### src/rtl/dmem_arbiter.sv
// ---------------------------------------------------------------------------
// dmem_arbiter
//   Two-port arbiter in front of a single-port data memory. Port 0 is the
//   processor, port 1 is the loader/debug port. Ownership is tracked by a
//   small FSM (IDLE / OWN0 / OWN1). The owner's request is granted
//   combinationally. Read data returns one cycle after the read transfer.
//
//   Optional feature macro: DMEM_ARB_RR_EN
//     defined   : IDLE ties go to the port that did not own last; both ports
//                 are limited to BURST_MAX transfers while the other waits.
//     undefined : fixed priority, port 0 wins ties and preempts port 1.
//
// Ports
//   clock, reset            : single clock, synchronous active-high reset
//   req/wen/addr/wdata 0,1  : request, write enable, word address, write data
//   gnt0, gnt1              : transfer accepted this cycle
//   rvalid0/1, rdata0/1     : read return, one cycle after the read transfer
//   mem_address/data/wren   : dmem request side
//   mem_q                   : dmem read data (one cycle latency)
// ---------------------------------------------------------------------------
module dmem_arbiter #(
    parameter int ADDR_W    = 12,
    parameter int DATA_W    = 32,
    parameter int BURST_MAX = 4
) (
    input  logic              clock,
    input  logic              reset,
    input  logic              req0,
    input  logic              req1,
    input  logic              wen0,
    input  logic              wen1,
    input  logic [ADDR_W-1:0] addr0,
    input  logic [ADDR_W-1:0] addr1,
    input  logic [DATA_W-1:0] wdata0,
    input  logic [DATA_W-1:0] wdata1,
    output logic              gnt0,
    output logic              gnt1,
    output logic              rvalid0,
    output logic              rvalid1,
    output logic [DATA_W-1:0] rdata0,
    output logic [DATA_W-1:0] rdata1,
    output logic [ADDR_W-1:0] mem_address,
    output logic [DATA_W-1:0] mem_data,
    output logic              mem_wren,
    input  logic [DATA_W-1:0] mem_q
);

    typedef enum logic [1:0] {
        IDLE = 2'd0,
        OWN0 = 2'd1,
        OWN1 = 2'd2
    } state_t;

    localparam logic [3:0] BEAT_LAST = 4'(BURST_MAX - 1);

    state_t     state_q, state_d;
    logic [3:0] beat_cnt, beat_cnt_d;
    logic       rvld0_p1, rvld1_p1;

`ifdef DMEM_ARB_RR_EN
    logic       last_q, last_d;
`endif

    // Beat counter holds at the last beat so a lone requester can keep
    // the port indefinitely and still hand over as soon as the other asks.
    function automatic logic [3:0] beat_inc_sat(input logic [3:0] cnt);
        return (cnt == BEAT_LAST) ? cnt : cnt + 4'd1;
    endfunction

    always_comb begin
        state_d     = state_q;
        beat_cnt_d  = beat_cnt;
        gnt0        = 1'b0;
        gnt1        = 1'b0;
        mem_address = '0;
        mem_data    = '0;
        mem_wren    = 1'b0;
`ifdef DMEM_ARB_RR_EN
        last_d      = last_q;
`endif
        case (state_q)
            IDLE: begin
`ifdef DMEM_ARB_RR_EN
                // last_q == 1 means port 1 owned last, so port 0 wins the tie
                if (req0 && req1) state_d = last_q ? OWN0 : OWN1;
                else
`endif
                if (req0)      state_d = OWN0;
                else if (req1) state_d = OWN1;
            end
            OWN0: begin
                gnt0        = req0;
                mem_address = addr0;
                mem_data    = wdata0;
                mem_wren    = req0 && wen0;
                if (!req0) state_d = req1 ? OWN1 : IDLE;
`ifdef DMEM_ARB_RR_EN
                else if (req1 && beat_cnt == BEAT_LAST) state_d = OWN1;
`endif
            end
            OWN1: begin
                gnt1        = req1;
                mem_address = addr1;
                mem_data    = wdata1;
                mem_wren    = req1 && wen1;
                if (!req1) state_d = req0 ? OWN0 : IDLE;
`ifdef DMEM_ARB_RR_EN
                else if (req0 && beat_cnt == BEAT_LAST) state_d = OWN0;
`else
                else if (req0) state_d = OWN0;
`endif
            end
            default: state_d = IDLE;
        endcase

        if (state_d != state_q || state_q == IDLE) beat_cnt_d = 4'd0;
        else if (gnt0 || gnt1)                     beat_cnt_d = beat_inc_sat(beat_cnt);

`ifdef DMEM_ARB_RR_EN
        if (state_d == OWN0)      last_d = 1'b0;
        else if (state_d == OWN1) last_d = 1'b1;
`endif
    end

    // Stage p0 -> p1: ownership state and read-return flags
    always_ff @(posedge clock) begin
        if (reset) begin
            state_q  <= IDLE;
            beat_cnt <= 4'd0;
            rvld0_p1 <= 1'b0;
            rvld1_p1 <= 1'b0;
`ifdef DMEM_ARB_RR_EN
            last_q   <= 1'b1;
`endif
        end else begin
            state_q  <= state_d;
            beat_cnt <= beat_cnt_d;
            // Tagged by the port granted now, so a read in the last cycle
            // of an ownership still returns to its own port.
            rvld0_p1 <= gnt0 && !wen0;
            rvld1_p1 <= gnt1 && !wen1;
`ifdef DMEM_ARB_RR_EN
            last_q   <= last_d;
`endif
        end
    end

    assign rvalid0 = rvld0_p1;
    assign rvalid1 = rvld1_p1;
    assign rdata0  = rvld0_p1 ? mem_q : '0;
    assign rdata1  = rvld1_p1 ? mem_q : '0;

endmodule

### config.mk
export PLATFORM = sky130hd
export DESIGN_NAME = dmem_arbiter
export DESIGN_NICKNAME = d
export VERILOG_FILES = /design/src/rtl/dmem_arbiter.sv
export SDC_FILE = /design/constraint.sdc
export NUM_CORES = 1
export LEC_CHECK = 0
export ABC_CLOCK_PERIOD_IN_PS = 1600
export CAP_MARGIN = 20
export CORE_AREA = 2 2 93 95
export DETAILED_ROUTE_END_ITERATION = 16
export DIE_AREA = 0 0 95 97
export PLACE_DENSITY = 0.67
export SETUP_SLACK_MARGIN = 0.4
export SLEW_MARGIN = 20
export SYNTH_ARGS = -nofsm -noshare
export SYNTH_HDL_FRONTEND = slang
export SYNTH_SLANG_ARGS = --single-unit
### constraint.sdc
create_clock -name clock -period 1.6 [get_ports clock]
set_input_delay 0.32 -clock clock [delete_from_list [all_inputs] [get_ports clock]]
set_output_delay 0.32 -clock clock [all_outputs]
set_load 0.02 [all_outputs]
==> results of run 1 <==
==> metrics by stage <==
stage | cells | area (sq um) | hold WS [ns] | setup WS (ns) | util [%]
2_1_floorplan | 202 | 2060 | 0.388 | 0.137 | -
3_3_place_gp | 546 | 4690 | 0.618 | -0.458 | 57.6
6_report | 593 | 5690 | 0.620 | -0.192 | 69.9
5_1_grt | 593 | 5690 | 0.636 | -0.241 | 69.9
3_5_place_dp | 546 | 4690 | 0.620 | -0.462 | 57.6
4_1_cts | 576 | 5250 | 0.619 | -0.215 | 64.5
==> how the worst max path moves through the flow <==
stage                             from  cells past startpoint     endpoint
2_1_floorplan  state_q[1]$_SDFFE_PP0P_                      6     mem_wren
3_3_place_gp                      req0                      5     mem_wren
3_5_place_dp                      req0                      5     mem_wren
4_1_cts        state_q[1]$_SDFFE_PP0P_                      7     mem_wren
5_1_grt        state_q[1]$_SDFFE_PP0P_                      7  mem_data[7]
6_report       state_q[0]$_SDFFE_PP0P_                      6     mem_wren
==> critical path: stages, from the launching register on <==
cell and delay (ns):
dfxtp_4 0.38, inv_6 0.06, ha_4 0.34, buf_4 0.13, buf_4 0.10, nor2b_4 0.13, buf_6 0.12
==> area by class of cell <==
| class | instances | area, sq um | share of cell area, % |
|---|---|---|---|
| flip-flops and latches | 4 | 95.1 | 1.67 |
| inverters | 3 | 18.8 | 0.330 |
| multi-input cells | 175 | 1970 | 34.7 |
| repair buffers | 302 | 3430 | 60.2 |
| well taps | 105 | 131 | 2.31 |
| clock buffers | 4 | 45.0 | 0.792 |
==> power by group through the flow <==
stage | clock network [mW] | registers [mW] | logic [mW]
floorplan | 0 | 0.128 | 1.05
global placement | 0 | 0.127 | 1.80
detailed placement | 0 | 0.129 | 1.81
CTS | 0.232 | 0.125 | 1.99
global route | 0.241 | 0.126 | 2.20
finish | 0.228 | 0.125 | 2.09
==> flip-flops by register name (all words and copies together), names as in the netlist <==
| register | cells |
|---|---|
| rvalid0 | 1 |
| rvalid1 | 1 |
| state_q | 2 |
==> logic make-up after synthesis <==
group	count (synthesis)	synth area share, %
DFF	4	5.81
adders and majority gates	5	4.54
muxes	1	0.726
AOI/OAI and AO/OA	51	27.9
and+or+nand+nor	118	53.9
buffers and inverters	23	7.17
==> per-layer routing <==
layer,vias up,global-route usage [%]
li1,1271,-
met1,1262,19.3
met2,144,38.2
met5,-,0
met4,0,2.90
met3,8,5.69
==> repair_timing <==
| action | 4_1_cts | 5_1_grt |
|---|---|---|
| resized for setup | 742 | 77 |
| setup buffers | 20 | 14 |
| gates cloned | 6 | 3 |
| setup endpoints to repair | 116 | 117 |
| pin swaps | 37 | 33 |
==> cell usage in the layout (no fill, tap or decap), types with 2 or more instances in the layout <==
cell,synthesis,final
a22oi_2,0,45
and2_4,1,66
buf_12,0,14
buf_16,0,5
buf_2,10,3
buf_4,0,13
buf_6,0,132
buf_8,0,6
clkbuf_16,0,3
clkbuf_8,0,3
clkdlybuf4s50_1,0,93
dfxtp_4,0,4
dlygate4sd2_1,0,32
ha_4,0,4
nand2_1,2,2
nor2b_2,0,3
nor2b_4,0,42
==> synth_stat cells, drive strengths merged <==
| cell | n | area [sq um] |
|---|---|---|
| a211o | 1 | 8.76 |
| dfxtp | 4 | 80.1 |
| ha | 5 | 62.6 |
| nand2b | 1 | 6.26 |
| o22a | 1 | 10.0 |
| nand4bb | 1 | 11.3 |
| buf | 10 | 50.1 |
| mux2i | 1 | 10.0 |
| a22oi | 45 | 338 |
| o2111ai | 1 | 8.76 |
| nand2 | 2 | 7.51 |
| a21oi | 1 | 5.00 |
| inv | 3 | 11.3 |
| nor3b | 2 | 15.0 |
| and2 | 66 | 415 |
| clkbuf | 10 | 37.5 |
| o31a | 1 | 8.76 |
| o21ai | 1 | 5.00 |
| nor2b | 46 | 288 |
==> flow_metrics.env, run 1 <==
export IMPL_antenna_found_initial=0
export IMPL_cp_required_ns=1.28
export IMPL_maxSlewHeadroom_pct=85.9
export IMPL_synthesis_area_sq_mm=0.00138
export IMPL_cts_made_buffers=3
export IMPL_reg2reg_to="state_q[0]$_SDFFE_PP0P_"
export IMPL_r2r_cells=6
export IMPL_dr_pass1_iters=3
export IMPL_portBuffers=238
export IMPL_ys_seq_elements=4
export IMPL_seqPwrFrac_pct=5.1
export IMPL_critPathArrivalTime_ns=1.47
export IMPL_worst_pin_slew_ns=0.211
export IMPL_seq_area_frac_synth_pct=5.81
export IMPL_grt_max_degree=20
export IMPL_swShare_pct=36.0
export IMPL_status="complete, but fails checks"
export IMPL_grt_pass1_wl_microns=14000
export IMPL_internal_power_mw=1.56
export IMPL_syn_area_per_cell_sq_um=6.83
export IMPL_grt_util_all_layers_pct=19.2
export IMPL_die_x_microns=95
export IMPL_yosys_warnings=0
export IMPL_die_area_sq_mm=0.00922
export IMPL_vias_per_cell=4.53
export IMPL_synthCells=202
export IMPL_fin_nets=620
export IMPL_r2r_start="state_q[1]$_SDFFE_PP0P_"
export IMPL_r2r_slack_ns=0.18
export IMPL_min_from="state_q[1]$_SDFFE_PP0P_"
export IMPL_clkTransAtPathRegs_ns=0.03
export IMPL_end_kind="output port"
export IMPL_fmax_ghz=0.558
export IMPL_ir_drop_mv=0.291
export IMPL_setup_tns_ns=-7.15
export IMPL_num_vias=2685
export IMPL_ctsRootBufferMaster="clkbuf_8"
export IMPL_power_frac_clock_pct=9.3
export IMPL_min_period_over_period_pct=112
export IMPL_rows=33
export IMPL_setup_violations=48
export IMPL_powerDensity_mw_per_mm2=429
export IMPL_cts_tree="built"
export IMPL_highest_layer="met4"
export IMPL_htree_num_levels=1
export IMPL_drt_initial_drc_count=41
export IMPL_routed_wl_met2_microns=5760
export IMPL_wl_met3_microns=875
export IMPL_syn_to_final_growth_pct=313
export IMPL_drv_slew=0
export IMPL_wl_met1_microns=3470
export IMPL_whs_path_depth=3
export IMPL_design_core_area_sq_mm=0.00813
export IMPL_synth_nets=333
export IMPL_hold_viol_final=0
export IMPL_start_util_pct=17.0
export IMPL_final_layout_size_suffix_gt1_share_pct=71.5
export IMPL_die_height_microns=97
export IMPL_wl_microns=10200
export IMPL_period_needed_ns=1.79
export IMPL_leakagePower_nw=2.35
export IMPL_comb_power_share_pct=85.6
export IMPL_setup_ws_ns=-0.192
export IMPL_drcViolationCount=0
export IMPL_cp_start_kind="flop"
export IMPL_clk_latency_ns=0.22
export IMPL_cts_sinks=4
export IMPL_switchingPower_mw=0.878
export IMPL_antenna_left=0
export IMPL_grt_pass1_vias=2696
export IMPL_path_max_fanout=5
export IMPL_routabilityCongestion=0.769
export IMPL_max_cap_violations=0
export IMPL_hold_path_end="state_q[1]$_SDFFE_PP0P_"
export IMPL_skew_ns=0.00376
export IMPL_pin_count=239
export IMPL_wl_per_cell_microns=17.2
export IMPL_hp_class="reg2reg"
export IMPL_diodes=0
export IMPL_hpwl_microns=6940
export IMPL_rsz0062_at_grt="true"
export IMPL_design_power_total_mw=2.44
export IMPL_yosysUniqueCellTypes=20
export IMPL_gr_total_overflow=0
export IMPL_violations="negative setup slack"
export IMPL_fill_cells=599
export IMPL_clockBufferDepth=2
export IMPL_postCtsHoldBufs=0
export IMPL_crit_type="reg2out"
No activity file was read; power rests on OpenSTA's default activity.
==> run 2: changes to the inputs <==
CTS_CLUSTER_DIAMETER = 80   (was not set)
PLACE_DENSITY = not set   (was 0.67)
PLACE_DENSITY_LB_ADDON = 0.05   (was not set)
==> run 2 against run 1 <==
The flow still finishes with violations (negative setup slack). Sequential share of layout area about the same. Count of clock-buffer cells in the layout unchanged. Global-route usage decreased by 1.7 points. Clock skew decreased by 0.0028 ns. Cell count decreased by 1.7%. Critical path depth increased by 1. Total power increased by 3.9%. First-iteration DRC count decreased by 7.3%. Maximum frequency decreased by 2.2%. Final area decreased by 1.0%. Critical endpoint unchanged. Largest power group unchanged. Highest routed layer unchanged.
==> flow_metrics.env, run 2 (synthesis results as in run 1) <==
export IMPL_final_cell_mix="127 x buf_6, 93 x clkdlybuf4s50_1, 66 x and2_4, 45 x a22oi_2, 42 x nor2b_4"
export IMPL_setup_ws_ns=-0.232
export IMPL_final_layout_size_suffix_gt1_share_pct=71.1
export IMPL_drt_initial_drc_count=38
export IMPL_setup_violations=47
export IMPL_r2r_slack_ns=0.04
export IMPL_critPathArrivalTime_ns=1.51
export IMPL_period_needed_ns=1.83
export IMPL_wl_met3_microns=903
export IMPL_grt_max_degree=25
export IMPL_path_max_fanout=6
export IMPL_hp_class="reg2reg"
export IMPL_num_vias=2621
export IMPL_hold_viol_final=0
export IMPL_max_cap_violations=0
export IMPL_rows=33
export IMPL_wl_microns=9720
export IMPL_cp_required_ns=1.28
export IMPL_r2r_cells=7
export IMPL_clk_latency_ns=0.22
export IMPL_fin_nets=610
export IMPL_start_util_pct=17.0
export IMPL_endpoint="mem_wren"
export IMPL_diodes=0
export IMPL_largest_reg_flops=2
export IMPL_final_common_cell="buf_6"
export IMPL_pin_count=239
export IMPL_fmax_ghz=0.546
export IMPL_die_x_microns=95
export IMPL_maxSlewHeadroom_pct=83.8
export IMPL_design_core_area_sq_mm=0.00813
export IMPL_vias_per_cell=4.50
export IMPL_antenna_found_initial=0
export IMPL_powerDensity_mw_per_mm2=450
export IMPL_grt_pass1_wl_microns=13000
export IMPL_syn_to_final_growth_pct=308
export IMPL_ctsRootBufferMaster="clkbuf_8"
export IMPL_rsz0062_at_grt="true"
export IMPL_skew_ns=0.00100
export IMPL_wl_met1_microns=3300
export IMPL_die_height_microns=97
export IMPL_violations="negative setup slack"
export IMPL_drcViolationCount=0
export IMPL_final_cells=583
export IMPL_r2r_start="state_q[0]$_SDFFE_PP0P_"
export IMPL_top_register="state_q"
export IMPL_gr_total_overflow=0
export IMPL_status="complete, but fails checks"
export IMPL_grt_pass1_vias=2586
export IMPL_dr_pass1_iters=4
export IMPL_cp_start_kind="flop"
export IMPL_die_area_sq_mm=0.00922
export IMPL_hpwl_microns=6650
export IMPL_wl_per_cell_microns=16.7
export IMPL_cts_tree="built"
export IMPL_fill_cells=631
export IMPL_clkTransAtPathRegs_ns=0.03
export IMPL_crit_type="reg2out"
export IMPL_highest_layer="met4"
export IMPL_utilization_pct=69.2
export IMPL_clockBufferDepth=2
export IMPL_design_power_total_mw=2.53
export IMPL_placed_cells=543
export IMPL_cts_made_buffers=3
export IMPL_drv_slew=0
export IMPL_antenna_left=0
export IMPL_routed_wl_met2_microns=5400
export IMPL_portBuffers=238
export IMPL_finalInstanceArea_sq_mm=0.00563
export IMPL_reg2reg_to="state_q[0]$_SDFFE_PP0P_"
export IMPL_htree_num_levels=1
export IMPL_whs_ns=0.628
export IMPL_cts_sinks=4
export IMPL_min_period_over_period_pct=114
export IMPL_worst_pin_slew_ns=0.243
export IMPL_grt_util_all_layers_pct=17.5
export IMPL_leakagePower_nw=2.30
export IMPL_end_kind="output port"
export IMPL_dpl_cell_area_sq_mm=0.00464
export IMPL_critPathLaunch="state_q[1]$_SDFFE_PP0P_"
export IMPL_ir_drop_mv=0.286
export IMPL_routabilityCongestion=0.770
## run 2: repair_timing
action                     in CTS  in global routing
pin swaps                      32                 51
resized for setup             736                 76
cloned                          4                 12
hold buffers                    0                  0
setup endpoints to repair     117                117
buffers inserted               14                  6
## run 2: how the worst min path moves through the flow
stage | start | to | depth (start not counted)
after floorplan | wen0 | rvalid0$_SDFF_PP0_ | 1
after global placement | state_q[0]$_SDFFE_PP0P_ | state_q[0]$_SDFFE_PP0P_ | 2
after detailed placement | state_q[0]$_SDFFE_PP0P_ | state_q[0]$_SDFFE_PP0P_ | 2
after CTS | state_q[1]$_SDFFE_PP0P_ | state_q[1]$_SDFFE_PP0P_ | 3
after global routing | state_q[1]$_SDFFE_PP0P_ | state_q[1]$_SDFFE_PP0P_ | 3
final | state_q[1]$_SDFFE_PP0P_ | state_q[1]$_SDFFE_PP0P_ | 3
## run 2: area by class of cell
| type | count | area, sq um | area share (%) |
|---|---|---|---|
| tap | 105 | 131 | 2.33 |
| sequential | 4 | 95.1 | 1.69 |
| timing repair buffer | 292 | 3360 | 59.8 |
| inverter | 3 | 18.8 | 0.333 |
| clock buffer | 4 | 45.0 | 0.800 |
| multi-input combinational | 175 | 1980 | 35.1 |
## run 2: critical path: stages (launching register included)
cell and delay, ns:
dfxtp_4 0.37, inv_4 0.05, ha_4 0.20, buf_6 0.13, and2_4 0.15, a22oi_2 0.20
nor2b_4 0.06, buf_6 0.13
## run 2: layer usage
metal,GRT usage [%],up-vias
li1,-,1253
met5,0,-
met1,17.2,1220
met4,3.23,0
met3,5.69,10
met2,34.6,138
## run 2: power by group
group	switching [mW]	total, mW	internal, mW	leakage (nW)
combinational	0.838	2.18	1.34	2.24
sequential	0.0180	0.127	0.109	0.0356
clock	0.0580	0.229	0.171	0.0228
total	0.914	2.53	1.62	2.30
## run 2: through the flow
stage               setup TNS [ns]  setup slack [ns]
floorplan                        0             0.137
global placement            -31.03            -0.467
detailed placement          -31.77            -0.460
CTS                          -6.97            -0.262
global route                -11.08            -0.286
finish                       -8.52            -0.232
